===== config.mk =====
export PLATFORM = sky130hd
export DESIGN_NAME = snoop_cache_node_flat
export DESIGN_NICKNAME = d
export VERILOG_FILES = /design/src/rtl/snoop_cache_node_pkg.sv /design/src/rtl/snoop_cache_node_if.sv /design/src/rtl/snoop_cache_node_msi_next_state.sv /design/src/rtl/snoop_cache_node.sv /design/src/flat_wrapper.sv
export SDC_FILE = /design/constraint.sdc
export NUM_CORES = 1
export LEC_CHECK = 0
export ABC_AREA = 1
export CAP_MARGIN = 20
export CELL_PAD_IN_SITES_DETAIL_PLACEMENT = 0
export CELL_PAD_IN_SITES_GLOBAL_PLACEMENT = 1
export CORE_MARGIN = 8
export CORE_UTILIZATION = 42
export CTS_CLUSTER_SIZE = 30
export DETAILED_ROUTE_END_ITERATION = 10
export GPL_ROUTABILITY_DRIVEN = 1
export HOLD_SLACK_MARGIN = 0.02
export PLACE_DENSITY = 0.89
export SLEW_MARGIN = 20
export SYNTH_ARGS = -nofsm -noshare
export SYNTH_HDL_FRONTEND = slang
export SYNTH_SLANG_ARGS = --single-unit

===== constraint.sdc =====
create_clock -name clock -period 2.65 [get_ports clock]
set_input_delay 0.3975 -clock clock [delete_from_list [all_inputs] [get_ports clock]]
set_output_delay 0.3975 -clock clock [all_outputs]
set_load 0.005 [all_outputs]

===== src/rtl/snoop_cache_node_pkg.sv =====
// Shared types for the MSI snooping cache node: line states, bus messages, controller states.
package snoop_pkg;
  typedef enum logic [1:0] {I = 2'b00, M = 2'b01, S = 2'b10} msi_state_t;
  typedef enum logic [1:0] {INVALIDATE = 2'b00, READ_MISS = 2'b01, WRITE_MISS = 2'b10, NONE = 2'b11} bus_msg_t;
  typedef enum logic [2:0] {IDLE, LOOKUP, WB, ARB, FILL, RESP} fsm_state_t;
endpackage


===== src/rtl/snoop_cache_node_if.sv =====
// Bundle of the local request, broadcast bus, write-back and fill channels of one cache node.
interface snoop_cache_node_if import snoop_pkg::*; #(
  parameter int TAG_W  = 3,
  parameter int DATA_W = 3,
  parameter int ID_W   = 2
);
  logic              req_valid, req_ready, req_write;
  logic [TAG_W-1:0]  req_tag;
  logic [DATA_W-1:0] req_data;
  logic              rsp_valid;
  logic [DATA_W-1:0] rsp_data;
  logic              bus_req, bus_gnt;
  bus_msg_t          bus_msg_out, bus_msg_in;
  logic [TAG_W-1:0]  bus_tag_out, bus_tag_in;
  logic [ID_W-1:0]   bus_src_in;
  logic              abort_mem, snoop_busy;
  logic              wb_valid, wb_ready;
  logic [TAG_W-1:0]  wb_tag;
  logic [DATA_W-1:0] wb_data;
  logic              fill_valid;
  logic [DATA_W-1:0] fill_data;

  modport slave (
    input  req_valid, req_write, req_tag, req_data, bus_gnt, bus_msg_in, bus_tag_in,
           bus_src_in, wb_ready, fill_valid, fill_data,
    output req_ready, rsp_valid, rsp_data, bus_req, bus_msg_out, bus_tag_out,
           abort_mem, snoop_busy, wb_valid, wb_tag, wb_data
  );
  modport master (
    output req_valid, req_write, req_tag, req_data, bus_gnt, bus_msg_in, bus_tag_in,
           bus_src_in, wb_ready, fill_valid, fill_data,
    input  req_ready, rsp_valid, rsp_data, bus_req, bus_msg_out, bus_tag_out,
           abort_mem, snoop_busy, wb_valid, wb_tag, wb_data
  );
endinterface


===== src/rtl/snoop_cache_node_msi_next_state.sv =====
// MSI transition table: local read/write (message to broadcast) or snooped message (write-back flag).
module msi_next_state import snoop_pkg::*; (
  input  logic       snoop,
  input  logic       write,
  input  bus_msg_t   msg_in,
  input  msi_state_t cur,
  output msi_state_t nxt,
  output bus_msg_t   msg_out,
  output logic       wb
);
  always_comb begin
    nxt     = cur;
    msg_out = NONE;
    wb      = 1'b0;
    if (snoop) begin
      if (cur != I) begin
        case (msg_in)
          READ_MISS:              if (cur == M) nxt = S;
          WRITE_MISS, INVALIDATE: nxt = I;
          default: ;
        endcase
      end
      wb = (cur == M) && (msg_in != NONE);
    end else begin
      case (cur)
        I: begin
          nxt     = write ? M : S;
          msg_out = write ? WRITE_MISS : READ_MISS;
        end
        S: if (write) begin
          nxt     = M;
          msg_out = INVALIDATE;
        end
        default: ;
      endcase
    end
  end
endmodule


===== src/rtl/snoop_cache_node.sv =====
// Fully-associative MSI L1 node: local request controller plus a snooper that runs every cycle.
module snoop_cache_node import snoop_pkg::*; #(
  parameter int N_LINES = 4,
  parameter int TAG_W   = 3,
  parameter int DATA_W  = 3,
  parameter int ID_W    = 2
) (
  input  logic            clock,
  input  logic            reset,
  input  logic [ID_W-1:0] proc_id,
  snoop_cache_node_if.slave io
);
  localparam int IDX_W = $clog2(N_LINES);
  typedef logic [IDX_W-1:0] idx_t;

  msi_state_t        st  [N_LINES];
  logic [TAG_W-1:0]  tag [N_LINES];
  logic [DATA_W-1:0] dat [N_LINES];
  fsm_state_t        state, state_nxt;
  idx_t              ptr, tgt;
  logic              op_write;
  logic [TAG_W-1:0]  op_tag, lwb_tag, snp_tag;
  logic [DATA_W-1:0] op_data, resp_data, lwb_data, snp_data;
  bus_msg_t          pend_msg;
  logic              snp_busy, wb_lock, lock_snp;

  logic       hit, free_any, snp_hit;
  idx_t       hit_idx, free_idx, snp_idx;
  always_comb begin
    hit = 1'b0; hit_idx = '0; free_any = 1'b0; free_idx = '0; snp_hit = 1'b0; snp_idx = '0;
    for (int i = N_LINES - 1; i >= 0; i--) begin
      if (st[i] != I && tag[i] == op_tag) begin hit = 1'b1; hit_idx = i[IDX_W-1:0]; end
      if (st[i] == I) begin free_any = 1'b1; free_idx = i[IDX_W-1:0]; end
      if (st[i] != I && tag[i] == io.bus_tag_in) begin snp_hit = 1'b1; snp_idx = i[IDX_W-1:0]; end
    end
  end

  logic       snp_apply, snp_wb, loc_wb_unused;
  msi_state_t snp_nxt, loc_nxt_unused, loc_cur;
  bus_msg_t   loc_msg, snp_msg_unused;
  assign snp_apply = (io.bus_msg_in != NONE) && (io.bus_src_in != proc_id) && snp_hit;
  assign loc_cur   = hit ? st[hit_idx] : I;

  msi_next_state u_snp (.snoop(1'b1), .write(1'b0), .msg_in(io.bus_msg_in), .cur(st[snp_idx]),
                        .nxt(snp_nxt), .msg_out(snp_msg_unused), .wb(snp_wb));
  msi_next_state u_loc (.snoop(1'b0), .write(op_write), .msg_in(NONE), .cur(loc_cur),
                        .nxt(loc_nxt_unused), .msg_out(loc_msg), .wb(loc_wb_unused));

  idx_t       vic_idx, lk_idx, alloc_idx, wr_idx;
  logic       vic_m, lk_stall, race;
  msi_state_t tgt_eff;
  bus_msg_t   send_msg;
  assign vic_idx   = free_any ? free_idx : ptr;
  assign vic_m     = (st[vic_idx] == M);
  assign lk_idx    = hit ? hit_idx : vic_idx;
  // A snoop touching the line under lookup wins; lookup re-evaluates next cycle on the new state.
  assign lk_stall  = snp_apply && (snp_idx == lk_idx);
  assign tgt_eff   = (snp_apply && snp_idx == tgt) ? snp_nxt : st[tgt];
  assign race      = (pend_msg == INVALIDATE) && (tgt_eff == I);
  assign send_msg  = race ? WRITE_MISS : pend_msg;
  assign alloc_idx = (free_any && free_idx < tgt) ? free_idx : tgt;
  assign wr_idx    = race ? alloc_idx : tgt;

  // Snoop entry has priority, but a transfer already presented is held until it completes.
  logic sel_snp, wb_fire;
  assign sel_snp       = wb_lock ? lock_snp : snp_busy;
  assign io.wb_valid   = sel_snp ? snp_busy : (state == WB);
  assign io.wb_tag     = sel_snp ? snp_tag  : lwb_tag;
  assign io.wb_data    = sel_snp ? snp_data : lwb_data;
  assign io.snoop_busy = snp_busy;
  assign io.abort_mem  = snp_apply && snp_wb;
  assign wb_fire       = io.wb_valid && io.wb_ready;

  always_ff @(posedge clock or posedge reset) begin
    if (reset) state <= IDLE;
    else       state <= state_nxt;
  end

  always_comb begin
    state_nxt = state;
    case (state)
      IDLE:   if (io.req_valid) state_nxt = LOOKUP;
      LOOKUP: if (!lk_stall) begin
        if (loc_msg == NONE)                   state_nxt = RESP;
        else if (loc_msg != INVALIDATE && vic_m) state_nxt = WB;
        else                                   state_nxt = ARB;
      end
      WB:     if (wb_fire && !sel_snp) state_nxt = ARB;
      ARB:    if (io.bus_gnt) state_nxt = (send_msg == READ_MISS) ? FILL : RESP;
      FILL:   if (io.fill_valid) state_nxt = RESP;
      RESP:   state_nxt = IDLE;
      default: state_nxt = IDLE;
    endcase
  end

  always_comb begin
    io.req_ready   = (state == IDLE);
    io.bus_req     = (state == ARB);
    io.rsp_valid   = (state == RESP);
    io.rsp_data    = resp_data;
    io.bus_msg_out = NONE;
    io.bus_tag_out = '0;
    if (state == ARB && io.bus_gnt) begin
      io.bus_msg_out = send_msg;
      io.bus_tag_out = op_tag;
    end
  end

  always_ff @(posedge clock or posedge reset) begin
    if (reset) begin
      for (int i = 0; i < N_LINES; i++) begin
        st[i] <= I; tag[i] <= '0; dat[i] <= '0;
      end
      ptr <= '0; tgt <= '0; op_write <= 1'b0; op_tag <= '0; op_data <= '0;
      pend_msg <= NONE; resp_data <= '0; lwb_tag <= '0; lwb_data <= '0;
      snp_busy <= 1'b0; snp_tag <= '0; snp_data <= '0; wb_lock <= 1'b0; lock_snp <= 1'b0;
    end else begin
      if (snp_apply) begin
        st[snp_idx] <= snp_nxt;
        if (snp_wb && !snp_busy) begin
          snp_busy <= 1'b1; snp_tag <= tag[snp_idx]; snp_data <= dat[snp_idx];
        end
      end
      if (wb_fire && sel_snp) snp_busy <= 1'b0;
      if (wb_fire)            wb_lock <= 1'b0;
      else if (io.wb_valid) begin wb_lock <= 1'b1; lock_snp <= sel_snp; end

      // Local updates follow the snoop update so they take effect on top of it.
      case (state)
        IDLE: if (io.req_valid) begin
          op_write <= io.req_write; op_tag <= io.req_tag; op_data <= io.req_data;
        end
        LOOKUP: if (!lk_stall) begin
          tgt <= lk_idx; pend_msg <= loc_msg;
          if (loc_msg == NONE) begin
            resp_data <= op_write ? op_data : dat[hit_idx];
            if (op_write) dat[hit_idx] <= op_data;
          end else if (loc_msg != INVALIDATE) begin
            if (!free_any) ptr <= ptr + 1'b1;
            if (vic_m) begin
              lwb_tag <= tag[vic_idx]; lwb_data <= dat[vic_idx]; st[vic_idx] <= I;
            end
          end
        end
        ARB: if (io.bus_gnt && send_msg != READ_MISS) begin
          st[wr_idx] <= M; tag[wr_idx] <= op_tag; dat[wr_idx] <= op_data; resp_data <= op_data;
        end
        FILL: if (io.fill_valid) begin
          st[tgt] <= S; tag[tgt] <= op_tag; dat[tgt] <= io.fill_data; resp_data <= io.fill_data;
        end
        default: ;
      endcase
    end
  end
endmodule

===== src/flat_wrapper.sv =====
// flat-port wrapper written by rule: the top's interface ports become plain ports
module snoop_cache_node_flat import snoop_pkg::*;
#(
  parameter int N_LINES = 4,
  parameter int TAG_W   = 3,
  parameter int DATA_W  = 3,
  parameter int ID_W    = 2
)
  (clock, reset, proc_id, io_req_valid, io_req_write, io_req_tag, io_req_data, io_bus_gnt, io_bus_msg_in, io_bus_tag_in, io_bus_src_in, io_wb_ready, io_fill_valid, io_fill_data, io_req_ready, io_rsp_valid, io_rsp_data, io_bus_req, io_bus_msg_out, io_bus_tag_out, io_abort_mem, io_snoop_busy, io_wb_valid, io_wb_tag, io_wb_data);
  snoop_cache_node_if #(.TAG_W(TAG_W), .DATA_W(DATA_W), .ID_W(ID_W)) io_i ();
  input  logic clock;
  input  logic reset;
  input  logic [ID_W-1:0] proc_id;
  input wire logic [$bits(io_i.req_valid)-1:0] io_req_valid;
  input wire logic [$bits(io_i.req_write)-1:0] io_req_write;
  input wire logic [$bits(io_i.req_tag)-1:0] io_req_tag;
  input wire logic [$bits(io_i.req_data)-1:0] io_req_data;
  input wire logic [$bits(io_i.bus_gnt)-1:0] io_bus_gnt;
  input wire logic [$bits(io_i.bus_msg_in)-1:0] io_bus_msg_in;
  input wire logic [$bits(io_i.bus_tag_in)-1:0] io_bus_tag_in;
  input wire logic [$bits(io_i.bus_src_in)-1:0] io_bus_src_in;
  input wire logic [$bits(io_i.wb_ready)-1:0] io_wb_ready;
  input wire logic [$bits(io_i.fill_valid)-1:0] io_fill_valid;
  input wire logic [$bits(io_i.fill_data)-1:0] io_fill_data;
  output wire logic [$bits(io_i.req_ready)-1:0] io_req_ready;
  output wire logic [$bits(io_i.rsp_valid)-1:0] io_rsp_valid;
  output wire logic [$bits(io_i.rsp_data)-1:0] io_rsp_data;
  output wire logic [$bits(io_i.bus_req)-1:0] io_bus_req;
  output wire logic [$bits(io_i.bus_msg_out)-1:0] io_bus_msg_out;
  output wire logic [$bits(io_i.bus_tag_out)-1:0] io_bus_tag_out;
  output wire logic [$bits(io_i.abort_mem)-1:0] io_abort_mem;
  output wire logic [$bits(io_i.snoop_busy)-1:0] io_snoop_busy;
  output wire logic [$bits(io_i.wb_valid)-1:0] io_wb_valid;
  output wire logic [$bits(io_i.wb_tag)-1:0] io_wb_tag;
  output wire logic [$bits(io_i.wb_data)-1:0] io_wb_data;
  assign io_i.req_valid = io_req_valid;
  assign io_i.req_write = io_req_write;
  assign io_i.req_tag = io_req_tag;
  assign io_i.req_data = io_req_data;
  assign io_i.bus_gnt = io_bus_gnt;
  assign io_i.bus_msg_in = io_bus_msg_in;
  assign io_i.bus_tag_in = io_bus_tag_in;
  assign io_i.bus_src_in = io_bus_src_in;
  assign io_i.wb_ready = io_wb_ready;
  assign io_i.fill_valid = io_fill_valid;
  assign io_i.fill_data = io_fill_data;
  assign io_req_ready = io_i.req_ready;
  assign io_rsp_valid = io_i.rsp_valid;
  assign io_rsp_data = io_i.rsp_data;
  assign io_bus_req = io_i.bus_req;
  assign io_bus_msg_out = io_i.bus_msg_out;
  assign io_bus_tag_out = io_i.bus_tag_out;
  assign io_abort_mem = io_i.abort_mem;
  assign io_snoop_busy = io_i.snoop_busy;
  assign io_wb_valid = io_i.wb_valid;
  assign io_wb_tag = io_i.wb_tag;
  assign io_wb_data = io_i.wb_data;
  snoop_cache_node #(.N_LINES(N_LINES), .TAG_W(TAG_W), .DATA_W(DATA_W), .ID_W(ID_W)) u_core (.clock(clock), .reset(reset), .proc_id(proc_id), .io(io_i));
endmodule

**Word level (Yosys, flattened, before mapping)**

Cells that the tools add are included.

- Flip-flop bits (word level): 66
- Input bits: 25
- Logic and storage cells: 278

- $add $sub $neg: 1
- Order comparisons: 11
- Equal/unequal tests: 33
- Muxes and demuxes: 127
- Bitwise operators: 17
- Reduce and logical (&&, ||, !) cells: 62

Operators with widths:

| cell | number |
|---|---|
| 12-bit two-way mux | 7 |
| 3-bit two-way mux | 27 |
| 2-bit two-way mux | 36 |
| 12-bit bitwise mux | 5 |
| 8-bit two-way mux | 7 |
| 12-bit case mux with 3 select lines | 1 |
| 3-bit binary-select mux with 2-bit select | 5 |
| 1-bit logical AND | 28 |
| 3-bit == test | 8 |
| 12-bit case mux with 2 select lines | 1 |
| 8-bit case mux with 3 select lines | 1 |
| 1-bit two-way mux | 21 |
| 5-bit AND reduction | 4 |
| 2-bit nonzero test | 10 |
| 3-bit demux with 2-bit select | 3 |
| 2-bit binary-select mux with 2-bit select | 4 |
| 2-bit demux with 2-bit select | 4 |
| 2-bit logical NOT | 8 |
| 3-bit greater-or-equal comparator (second input constant) | 5 |
| 3-bit by 1-bit < comparator with 1-bit output (second input constant) | 5 |
| 2-bit inverter with 3-bit output | 5 |
| 3-bit case mux with 5 select lines | 1 |
| 2-bit inequality test (second input constant) | 6 |
| 2-bit AND reduction | 5 |
| 25 further kinds | 44 |

**Logic depth before layout (Yosys ltp)**

Gate-level depths: netlist of run 1.

- Word-level depth: 27
- Gate-level depth with buffers: 24
- Mapped depth without buffers: 24

**Modules after synthesis**

A second synthesis of run 1 with hierarchy kept.

- Cell total of the unflattened synthesis: 845
- Area total of the unflattened synthesis: 5321.4 µm²

Modules (own cells, without submodules):

| module | instances | cells an instance | area an instance (µm²) | sequential area each (µm²) |
|---|---|---|---|---|
| snoop_cache_node | 1 | 799 | 5121.2 | 1654.1 |
| msi_next_state | 2 | 23 | 100.1 | 0.0 |

**Worst setup path after synthesis of run 1**

Ideal clock, no wire load.

- Path kind: reg2reg
- From: register u_core.st[4] (netlist bit)
- To: register u_core.tag[7] (netlist bit)
- Library setup time: 0.123 ns
- Arrival: 2.161 ns
- Required time: 2.527 ns
- Setup slack: 0.366 ns
- Stages on the path, launching flop included: 16
- Path buffers: 0
- Clock period less this slack: 2.284 ns
- Cell sequence: dfrtp_1 nor2_2 nor2_1 inv_1 a21oi_1 ha_1 nand2_1 nand2_1 mux2_2 nand3b_1 nand2_4 nand2_4 o21ai_2 nand2_2 nand2_1 o21ai_1

- Cells in the longest elaborated chain, start to end: 24
- Elaborated cells between the ends (all ways): 47
- Those cells by class: order compare: 3; eq/ne: 4; mux: 26; bitwise: 2; reduce/logical: 12

Ends and longest elaborated chain:

| item | RTL line | RTL |
|---|---|---|
| from (decl) | snoop_cache_node.sv:16 | `msi_state_t st [N_LINES];` |
| from (signal, indexed assignment) | snoop_cache_node.sv:119 | `st[snp_idx] <= snp_nxt;` |
| 2-bit nonzero test | snoop_cache_node.sv:34 | `if (st[i] != I && tag[i] == io.bus_tag_in) begin snp_hit = 1'b1; snp_idx = i[IDX_W-1:0]; end` |
| 1-bit logical AND | snoop_cache_node.sv:34 |  |
| 2-bit two-way mux (2 in a row) | snoop_cache_node.sv:34 |  |
| 2-bit inverter with 3-bit output (not written as such) | snoop_cache_node.sv:44 | `msi_next_state u_snp (.snoop(1'b1), .write(1'b0), .msg_in(io.bus_msg_in), .cur(st[snp_idx]),` |
| 2-bit binary-select mux with 2-bit select | snoop_cache_node.sv:44 |  |
| 2-bit two-way mux (not written as such) (2 in a row) | snoop_cache_node.sv:44 |  |
| 2-bit by 1-bit == test with 1-bit output | snoop_cache_node_msi_next_state.sv:18 | `READ_MISS: if (cur == M) nxt = S;` |
| 2-bit two-way mux | snoop_cache_node_msi_next_state.sv:18 |  |
| [... 6 more ...] | -- |  |
| 2-bit inverter with 3-bit output (not written as such) | snoop_cache_node.sv:146 | `st[wr_idx] <= M; tag[wr_idx] <= op_tag; dat[wr_idx] <= op_data; resp_data <= op_data;` |
| 3-bit greater-or-equal comparator (not written as such) / 3-bit by 1-bit < comparator with 1-bit output (equally long branches) | snoop_cache_node.sv:146 |  |
| 1-bit logical AND (not written as such) | snoop_cache_node.sv:146 |  |
| 3-bit two-way mux (not written as such) | snoop_cache_node.sv:146 |  |
| 3-bit demux with 2-bit select | snoop_cache_node.sv:146 |  |
| 12-bit bitwise mux | snoop_cache_node.sv:146 |  |
| 12-bit two-way mux | snoop_cache_node.sv:145 | `ARB: if (io.bus_gnt && send_msg != READ_MISS) begin` |
| 12-bit case mux with 2 select lines | snoop_cache_node.sv:129 | `case (state)` |
| to (signal, indexed assignment) | snoop_cache_node.sv:112 | `st[i] <= I; tag[i] <= '0; dat[i] <= '0;` |
| to (signal, indexed assignment) | snoop_cache_node.sv:146 |  |
| to (signal, indexed assignment) | snoop_cache_node.sv:149 | `st[tgt] <= S; tag[tgt] <= op_tag; dat[tgt] <= io.fill_data; resp_data <= io.fill_data;` |
| to (decl) | snoop_cache_node.sv:17 | `logic [TAG_W-1:0] tag [N_LINES];` |

Parallel ways exist; a longest one is shown, timed or not. The select of a mux whose other input is x is not followed.
A chain may end at the register's enable or synchronous reset.

**Final worst setup path of run 1**

- From: register u_core.st[6] (netlist bit)
- To: register u_core.dat[6] (netlist bit)

- Cells in the longest elaborated chain, start to end: 23
- Elaborated cells between the ends (all ways): 70
- Those cells by class: order compare: 5; eq/ne: 9; mux: 37; bitwise: 3; reduce/logical: 16

Ends and longest elaborated chain:

| item | RTL line | RTL |
|---|---|---|
| 2-bit nonzero test | snoop_cache_node.sv:32, snoop_cache_node.sv:34 |  |
| 1-bit logical AND | snoop_cache_node.sv:34 |  |
| 2-bit two-way mux | snoop_cache_node.sv:34 |  |
| 2-bit inverter with 3-bit output (not written as such) | snoop_cache_node.sv:44 |  |
| 2-bit binary-select mux with 2-bit select | snoop_cache_node.sv:44 |  |
| 2-bit two-way mux (not written as such) (2 in a row) | snoop_cache_node.sv:44 |  |
| 2-bit by 1-bit == test with 1-bit output | snoop_cache_node_msi_next_state.sv:18 |  |
| 2-bit two-way mux | snoop_cache_node_msi_next_state.sv:18 |  |
| [... 6 more ...] | -- |  |
| 2-bit inverter with 3-bit output (not written as such) | snoop_cache_node.sv:146 |  |
| 3-bit greater-or-equal comparator (not written as such) / 3-bit by 1-bit < comparator with 1-bit output (equally long branches) | snoop_cache_node.sv:146 |  |
| 1-bit logical AND (not written as such) | snoop_cache_node.sv:146 |  |
| 3-bit two-way mux (not written as such) | snoop_cache_node.sv:146 |  |
| 3-bit demux with 2-bit select | snoop_cache_node.sv:146 |  |
| 12-bit bitwise mux | snoop_cache_node.sv:146 |  |
| 12-bit two-way mux | snoop_cache_node.sv:145 |  |
| 12-bit case mux with 3 select lines | snoop_cache_node.sv:129 |  |
| to (signal, indexed assignment) | snoop_cache_node.sv:137 | `if (op_write) dat[hit_idx] <= op_data;` |
| to (decl) | snoop_cache_node.sv:18 | `logic [DATA_W-1:0] dat [N_LINES];` |

Parallel ways exist; a longest one is shown, timed or not. The select of a mux whose other input is x is not followed.

==> results.py, run 1 <==
metrics = {
    "floorplanning": {
        "num_rows": 41,
        "coreArea_sq_mm": 0.0125,
        "ios": 45,
        "die-area_sq_mm": 0.0166,
        "start_util_pct": 42.7,
        "die_w_microns": 129,
        "die_h_microns": 129,
    },
    "sta": {
        "fin_tns_setup_ns": -1.05,
        "fmax_ghz": 0.363,
        "layout_min_cycle_time_ns": 2.75,
        "period_share_pct": 104,
        "worst_slack_ns": -0.105,
        "grt_setup_unrepaired": "yes",
        "slew_headroom_pct": 42.8,
        "hold_ws_ns": 0.461,
        "slew_viol_final": 0,
        "setup_violations": 23,
        "tightest_slew_ns": 0.855,
        "clock_skew_ns": 0.0111,
        "finalHoldViolCount": 0,
    },
    "synthesis": {
        "syn_avg_cell_area_sq_um": 6.59,
        "synthXorXnorAreaFrac_pct": 1.48,
        "synth_cell_type_count": 51,
        "synth_compound_area_share_pct": 18.0,
        "synth-edff-count": 0,
        "synth_async_sr_flop_share_pct": 100,
        "synth_fp_nets": 837,
        "synth_seq_cells": 66,
        "netlist_instances": 811,
        "synthSimpleGateAreaFrac_pct": 38.1,
        "ys_seq_area_share_pct": 31.0,
        "yosysWarnings": 0,
        "yosys_most_used_dff": "dfrtp_1",
        "synth_top_family_by_area": "simple AND/OR/NAND/NOR gates",
        "syn_area_sq_mm": 0.00534,
        "synth.area.mux_share_pct": 1.24,
        "synth_adder_area_share_pct": 0.234,
    },
    "finish": {
        "fillers": 1148,
        "postLayoutCellArea_sq_mm": 0.00823,
        "final_net_count": 1045,
        "areaGrowthSynthToFinish_pct": 54.0,
        "fin_util_pct": 65.7,
        "antenna-diode-count": 0,
        "final_layout_size_suffix_gt1_share_pct": 38.3,
    },
    "worst_setup_path": {
        "cp_slowest_stage_delay_ns": 0.41,
        "crit_type": "flop to flop",
        "cp_num_buf_inv": 4,
        "rr_worst_depth": 17,
        "crit_top_cell": "nand2_1",
        "endpoint_kind": "flop",
        "timing.rr.start": "u_core.st[6]$_DFF_PP0_",
        "worstReg2RegEnd": "u_core.dat[6]$_DFFE_PP0P_",
        "cp_max_fo": 4,
        "cp_top_family": "simple AND/OR/NAND/NOR gates",
        "required_ns": 2.93,
        "crit_end": "u_core.dat[6]$_DFFE_PP0P_",
        "critical_path_depth": 17,
        "cp_data_arrival_time_ns": 3.04,
        "critPathLaunchType": "flop",
        "reg2reg_slack_ns": -0.10,
        "crit_path_top_delay_cell": "dfrtp_1",
        "crit_path_start": "u_core.st[6]$_DFF_PP0_",
        "worstPathCellList": "buf_6 -> nor2_4 -> buf_4 -> nor2_4 -> inv_2 -> a21oi_4 -> ha_1 -> nand2_1 -> nand2_2 -> mux2_4 -> nand3b_1 -> nand2_4 -> nand2_4 -> buf_4 -> o211ai_1 -> nand2_1 -> nand2_1",
    },
    "placed_design": {
        "post-place-ws_ns": -0.538,
        "place_area_sq_mm": 0.00678,
        "dp_hpwl_mm": 15.8,
        "place_congestion": 0.992,
        "io_buffers": 44,
    },
    "outcome": {
        "outcome": "finished with violations",
        "violations": "negative setup slack",
    },
    "power": {
        "powerDensity_mw_per_mm2": 1080,
        "ir_worst_vdd_mv": 0.708,
        "leakagePower_uw": 0.00394,
    },
    "cts": {
        "clockRootBuffer": "clkbuf_16",
        "ctsHoldBuffers": 0,
        "h-tree-depth": 3,
        "numCtsBuffers": 9,
        "cts.sinks": 66,
        "cts_tree": "yes",
        "clkTransAtPathRegs_ns": 0.06,
        "clockBufferDepth": 2,
        "insertion_delay_ns": 0.35,
    },
    "grt": {
        "antenna_found_initial": 0,
        "grt_overflow_total": 0,
        "grt_pass1_wl_mm": 31.8,
        "grtUsageTotal_pct": 24.9,
        "grt_pass1_vias": 5960,
        "grt_max_degree": 28,
    },
    "hold_path": {
        "hold_class": "input port to asynchronous set/reset pin",
    },
    "drt": {
        "dr_total_vias": 6434,
        "drt_iter0_markers": 541,
        "vias_per_cell": 5.38,
        "routedWlPerCell_microns": 17.6,
        "drtPass1Iterations": 5,
        "drcViolationCount": 0,
        "ant_nets": 0,
        "wl_mm": 21.1,
    },
    "job": {
        "max_cap_violations": 0,
    },
}
cells by family (layout without fill, tap and decap cells):
family | after synthesis | count (layout)
and+or+nand+nor | 430 | 431
xor gates and xnor gates | 9 | 9
adders and majority gates | 1 | 1
AOI/OAI and AO/OA | 164 | 164
muxes | 6 | 6
buffers and inverters | 135 | 347
DFF | 66 | 66
area by class of cell:
class	count	area (sq um)	area share (%)
clock inverters	7	93.8	1.14
clock buffers	9	225	2.74
flip-flops and latches	66	1670	20.3
inverters	123	490	5.96
multi-input cells	611	3800	46.3
well taps	172	215	2.62
repair buffers	208	1730	21.0
power by group:
part	switching, uW	total [uW]	internal [uW]
Clock	484	1300	821
Sequential	414	1830	1420
Combinational	3330	5750	2420
flip-flops by register name, indices dropped and copies added (netlist names):
name and count:
u_core.dat 12, u_core.io.rsp_data 3, u_core.io.snoop_busy 1, u_core.lock_snp 1, u_core.lwb_data 3, u_core.lwb_tag 3
u_core.op_data 3, u_core.op_tag 3, u_core.op_write 1, u_core.pend_msg 2, u_core.ptr 2, u_core.snp_data 3
u_core.snp_tag 3, u_core.st 8, u_core.state 3, u_core.tag 12, u_core.tgt 2, u_core.wb_lock 1
Yosys cell counts (3+ instances only):
library cell,number,share of area [%]
nand2_1,201,14
inv_1,110,7.7
nor2_1,90,6.3
nand3_1,70,6.6
dfrtp_1,64,30
o21ai_0,57,5.3
a21oi_1,33,3.1
o22ai_1,24,2.8
nand2_2,15,1.8
o21ai_1,15,1.4
inv_2,12,0.84
nand2_4,12,2.5
o221ai_1,9,1.5
xnor2_1,8,1.3
nor3_1,7,0.66
nand3_2,6,1.1
nand4_1,6,0.70
nor2_2,6,0.70
o211ai_1,6,0.84
clkbuf_1,5,0.35
mux2_2,5,1.1
nor2_4,5,1.1
a31oi_1,4,0.47
buf_2,3,0.28
per-layer routing:
layer	GRT usage, %	up-vias	routed length (microns)
met1	32.9	3016	8900
met3	3.64	56	1590
met5	0	-	0
met4	10.6	0	830
met2	39.7	262	9770
li1	-	3100	-
cell usage in the layout (no fill, tap or decap), types with 6 or more instances in the layout:
master	count
o22ai_1	23
nand3_4	6
o211ai_1	6
nand2_4	21
buf_4	149
nor2_4	17
dfrtp_2	11
clkbuf_16	9
inv_1	95
nor2_1	71
nor2_2	14
o21ai_1	22
xnor2_1	6
nand4_1	6
nand3_1	38
clkdlybuf4s50_1	37
buf_6	14
o21ai_0	44
inv_2	21
dfrtp_1	53
a21oi_1	30
nand3_2	32
nand2_1	163
o221ai_1	9
nand2_2	43
timing repair:
action,CTS,global route
pin swaps,20,74
resized for setup,36,185
gates cloned,1,0
setup endpoints to repair,42,55
buffers inserted,17,40
how the worst min path moves through the flow:
stage	startpoint	to	slack (ns)
after floorplan	u_core.op_write$_DFFE_PP0P_	u_core.pend_msg[0]$_DFFE_PP1P_	0.43
after global placement	u_core.lock_snp$_DFFE_PP0P_	u_core.lock_snp$_DFFE_PP0P_	0.47
after detailed placement	u_core.io.rsp_data[1]$_DFFE_PP0P_	u_core.io.rsp_data[1]$_DFFE_PP0P_	0.47
after CTS	reset	u_core.op_tag[2]$_DFFE_PP0P_	0.47
after global routing	u_core.io.rsp_data[1]$_DFFE_PP0P_	u_core.io.rsp_data[1]$_DFFE_PP0P_	0.50
final	reset	u_core.op_tag[2]$_DFFE_PP0P_	0.46
stage by stage:
| stage | power [uW] | cells |
|---|---|---|
| detailed placement | 6360 | 1126 |
| global placement | 6340 | 1126 |
| global route | 9460 | 1196 |
| CTS | 7830 | 1160 |
| finish | 8890 | 1196 |
| floorplan | 4380 | 811 |
Power figures use the tool's default switching activity.
==> run 2, diff against run 1 <==
CORE_ASPECT_RATIO = 2   (was not set)
MAX_ROUTING_LAYER = met4   (was not set)
==> run 2 against run 1 <==
Net effect: the flow still finishes with violations (negative setup slack); sequential share of layout area up 0.66 points; clock-buffer cell count up 4; setup slack worse by 0.058 ns; non-clock buffer count down 7; final area down 3.4%; combinational power down 1%; cell count down 2.4%; largest power group unchanged.
==> results.py, run 2 (synthesis gave the netlist of run 1 again) <==
metrics = {
    "finish": {
        "final_net_count": 1038,
        "antenna-diode-count": 0,
        "fillers": 1132,
        "layout_commonest_cell": "nand2_1",
        "fin_util_pct": 63.7,
        "areaGrowthSynthToFinish_pct": 48.7,
        "final_layout_size_suffix_gt1_share_pct": 34.1,
        "largestRegisters": "u_core.dat (12), u_core.tag (12), u_core.st (8)",
        "seqCellArea_sq_mm": 0.00166,
        "layout_common_cells": "166 x nand2_1, 139 x buf_4, 100 x inv_1, 73 x nor2_1, 57 x dfrtp_1",
        "multi_input_area_sq_mm": 0.00363,
        "postLayoutCellArea_sq_mm": 0.00795,
    },
    "worst_setup_path": {
        "critPathLaunchType": "flop",
        "worstPathCellList": "nor2_4 -> buf_6 -> nor2_2 -> inv_2 -> a21oi_4 -> ha_1 -> nand2_1 -> nand2_2 -> mux2_2 -> nand3b_1 -> nand2_4 -> nand2_4 -> buf_6 -> o211ai_1 -> nand2_1 -> nand2_1",
        "cp_max_fo": 5,
        "reg2reg_slack_ns": -0.16,
        "cp_slowest_stage_delay_ns": 0.42,
        "required_ns": 2.92,
        "crit_type": "flop to flop",
        "crit_top_cell": "nand2_1",
        "endpoint_kind": "flop",
        "crit_path_top_delay_cell": "dfrtp_1",
        "cp_data_arrival_time_ns": 3.09,
    },
    "sta": {
        "finalHoldViolCount": 0,
        "grt_setup_unrepaired": "yes",
        "fmax_ghz": 0.355,
        "setup_violations": 25,
        "layout_min_cycle_time_ns": 2.81,
        "clock_skew_ns": 0.0126,
        "tightest_slew_ns": 0.775,
        "worst_slack_ns": -0.163,
        "slew_viol_final": 0,
        "slew_headroom_pct": 47.8,
        "period_share_pct": 106,
    },
    "cts": {
        "h-tree-depth": 3,
        "clkTransAtPathRegs_ns": 0.06,
        "clockRootBuffer": "clkbuf_16",
        "cts.sinks": 66,
        "clockBufferDepth": 2,
        "cts_tree": "yes",
        "ctsHoldBuffers": 0,
        "numCtsBuffers": 9,
        "insertion_delay_ns": 0.34,
    },
    "floorplanning": {
        "die_w_microns": 95.8,
        "num_rows": 58,
        "die-area_sq_mm": 0.0168,
        "start_util_pct": 42.8,
        "die_h_microns": 176,
        "coreArea_sq_mm": 0.0125,
        "ios": 45,
    },
    "job": {
        "max_cap_violations": 0,
    },
    "placed_design": {
        "io_buffers": 44,
        "dp_hpwl_mm": 17.0,
        "place_congestion": 0.992,
        "place_area_sq_mm": 0.00680,
    },
    "grt": {
        "grt_pass1_vias": 6380,
        "grt_max_degree": 44,
        "antenna_found_initial": 0,
        "grtUsageTotal_pct": 27.3,
        "grt_pass1_wl_mm": 33.8,
        "grt_overflow_total": 0,
    },
    "hold_path": {
        "hold_class": "input port to asynchronous set/reset pin",
    },
    "drt": {
        "ant_nets": 0,
        "wl_mm": 22.3,
        "drt_iter0_markers": 487,
        "vias_per_cell": 5.56,
        "drtPass1Iterations": 5,
        "drcViolationCount": 0,
        "dr_total_vias": 6494,
        "routedWlPerCell_microns": 19.1,
    },
    "outcome": {
        "outcome": "finished with violations",
        "violations": "negative setup slack",
    },
    "power": {
        "ir_worst_vdd_mv": 0.599,
        "powerDensity_mw_per_mm2": 1080,
        "leakagePower_uw": 0.00395,
    },
}
[run 2: cell count changes in the layout (fill, tap and decap cells not counted), sizes merged]
cell           delta
buf               -7
clkdlybuf4s50     -1
clkbuf            +5
clkinv            -1
bufinv            -2
clkinvlp          -2
clkdlybuf4s15     -1
inv               +1
dlymetal6s2s      +1
[run 2: per-stage QoR]
step / setup WS (ns) / std cells / hold WS [ns] / setup TNS (ns) / power [uW]
floorplan: 0.366 / 811 / 0.432 / 0 / 4380
global placement: -0.523 / 1106 / 0.466 / -19.53 / 6440
detailed placement: -0.543 / 1106 / 0.474 / -21.43 / 6480
CTS: -0.118 / 1142 / 0.434 / -0.293 / 7880
global route: -0.228 / 1167 / 0.471 / -6.19 / 9140
finish: -0.163 / 1167 / 0.420 / -1.64 / 8620
[run 2: metal layers]
metal	track usage [%]	part of all wire [%]	routed length, microns	vias up
li1	-	-	-	3072
met1	25.5	33	7340	3010
met2	48.3	53	11900	293
met3	3.68	5.0	1120	119
met4	20.2	8.7	1950	0
met5	-	0	0	-
[run 2: layout make-up]
| class | count | area share [%] |
|---|---|---|
| inverter | 123 | 5.98 |
| clock buffer | 13 | 3.28 |
| sequential | 66 | 20.9 |
| tap | 150 | 2.36 |
| multi-input combinational | 611 | 45.7 |
| clock inverter | 3 | 0.189 |
| timing repair buffer | 201 | 21.6 |
[run 2: repair_timing]
| action | in CTS | in global routing |
|---|---|---|
| endpoints found under the hold margin | 0 | 0 |
| gates cloned | 1 | 0 |
| gates resized for setup | 54 | 118 |
| pin swaps | 23 | 50 |
| setup buffers | 20 | 26 |
| setup endpoints to repair | 45 | 57 |
[run 2: worst max-delay path: cells and delay by family, from the launching register on]
kind            cells  cell delay, ns
buf+inv             3            0.39
flops               1            0.42
mux                 1            0.35
compound gates      2            0.30
fa+ha+maj           1            0.27
simple gates        9            1.02
[run 2: path summary, 6_finish.rpt]
kind | startpoint | endpoint | depth (start not counted)
max reg2reg | u_core.st[4]$_DFF_PP0_ | u_core.dat[6]$_DFFE_PP0P_ | 16
max | u_core.st[4]$_DFF_PP0_ | u_core.dat[6]$_DFFE_PP0P_ | 16
min reg2reg | u_core.io.rsp_data[2]$_DFFE_PP0P_ | u_core.io.rsp_data[2]$_DFFE_PP0P_ | 2
max in group asynchronous | reset | u_core.pend_msg[1]$_DFFE_PP1P_ | 3
min in group clock | u_core.io.rsp_data[2]$_DFFE_PP0P_ | u_core.io.rsp_data[2]$_DFFE_PP0P_ | 2
min | reset | u_core.tag[0]$_DFFE_PP0P_ | 2
[run 2: power breakdown]
part | internal [uW] | total, uW | switching, uW
Combinational | 2390 | 5680 | 3280
Sequential | 1420 | 1810 | 393
Clock | 680 | 1130 | 452
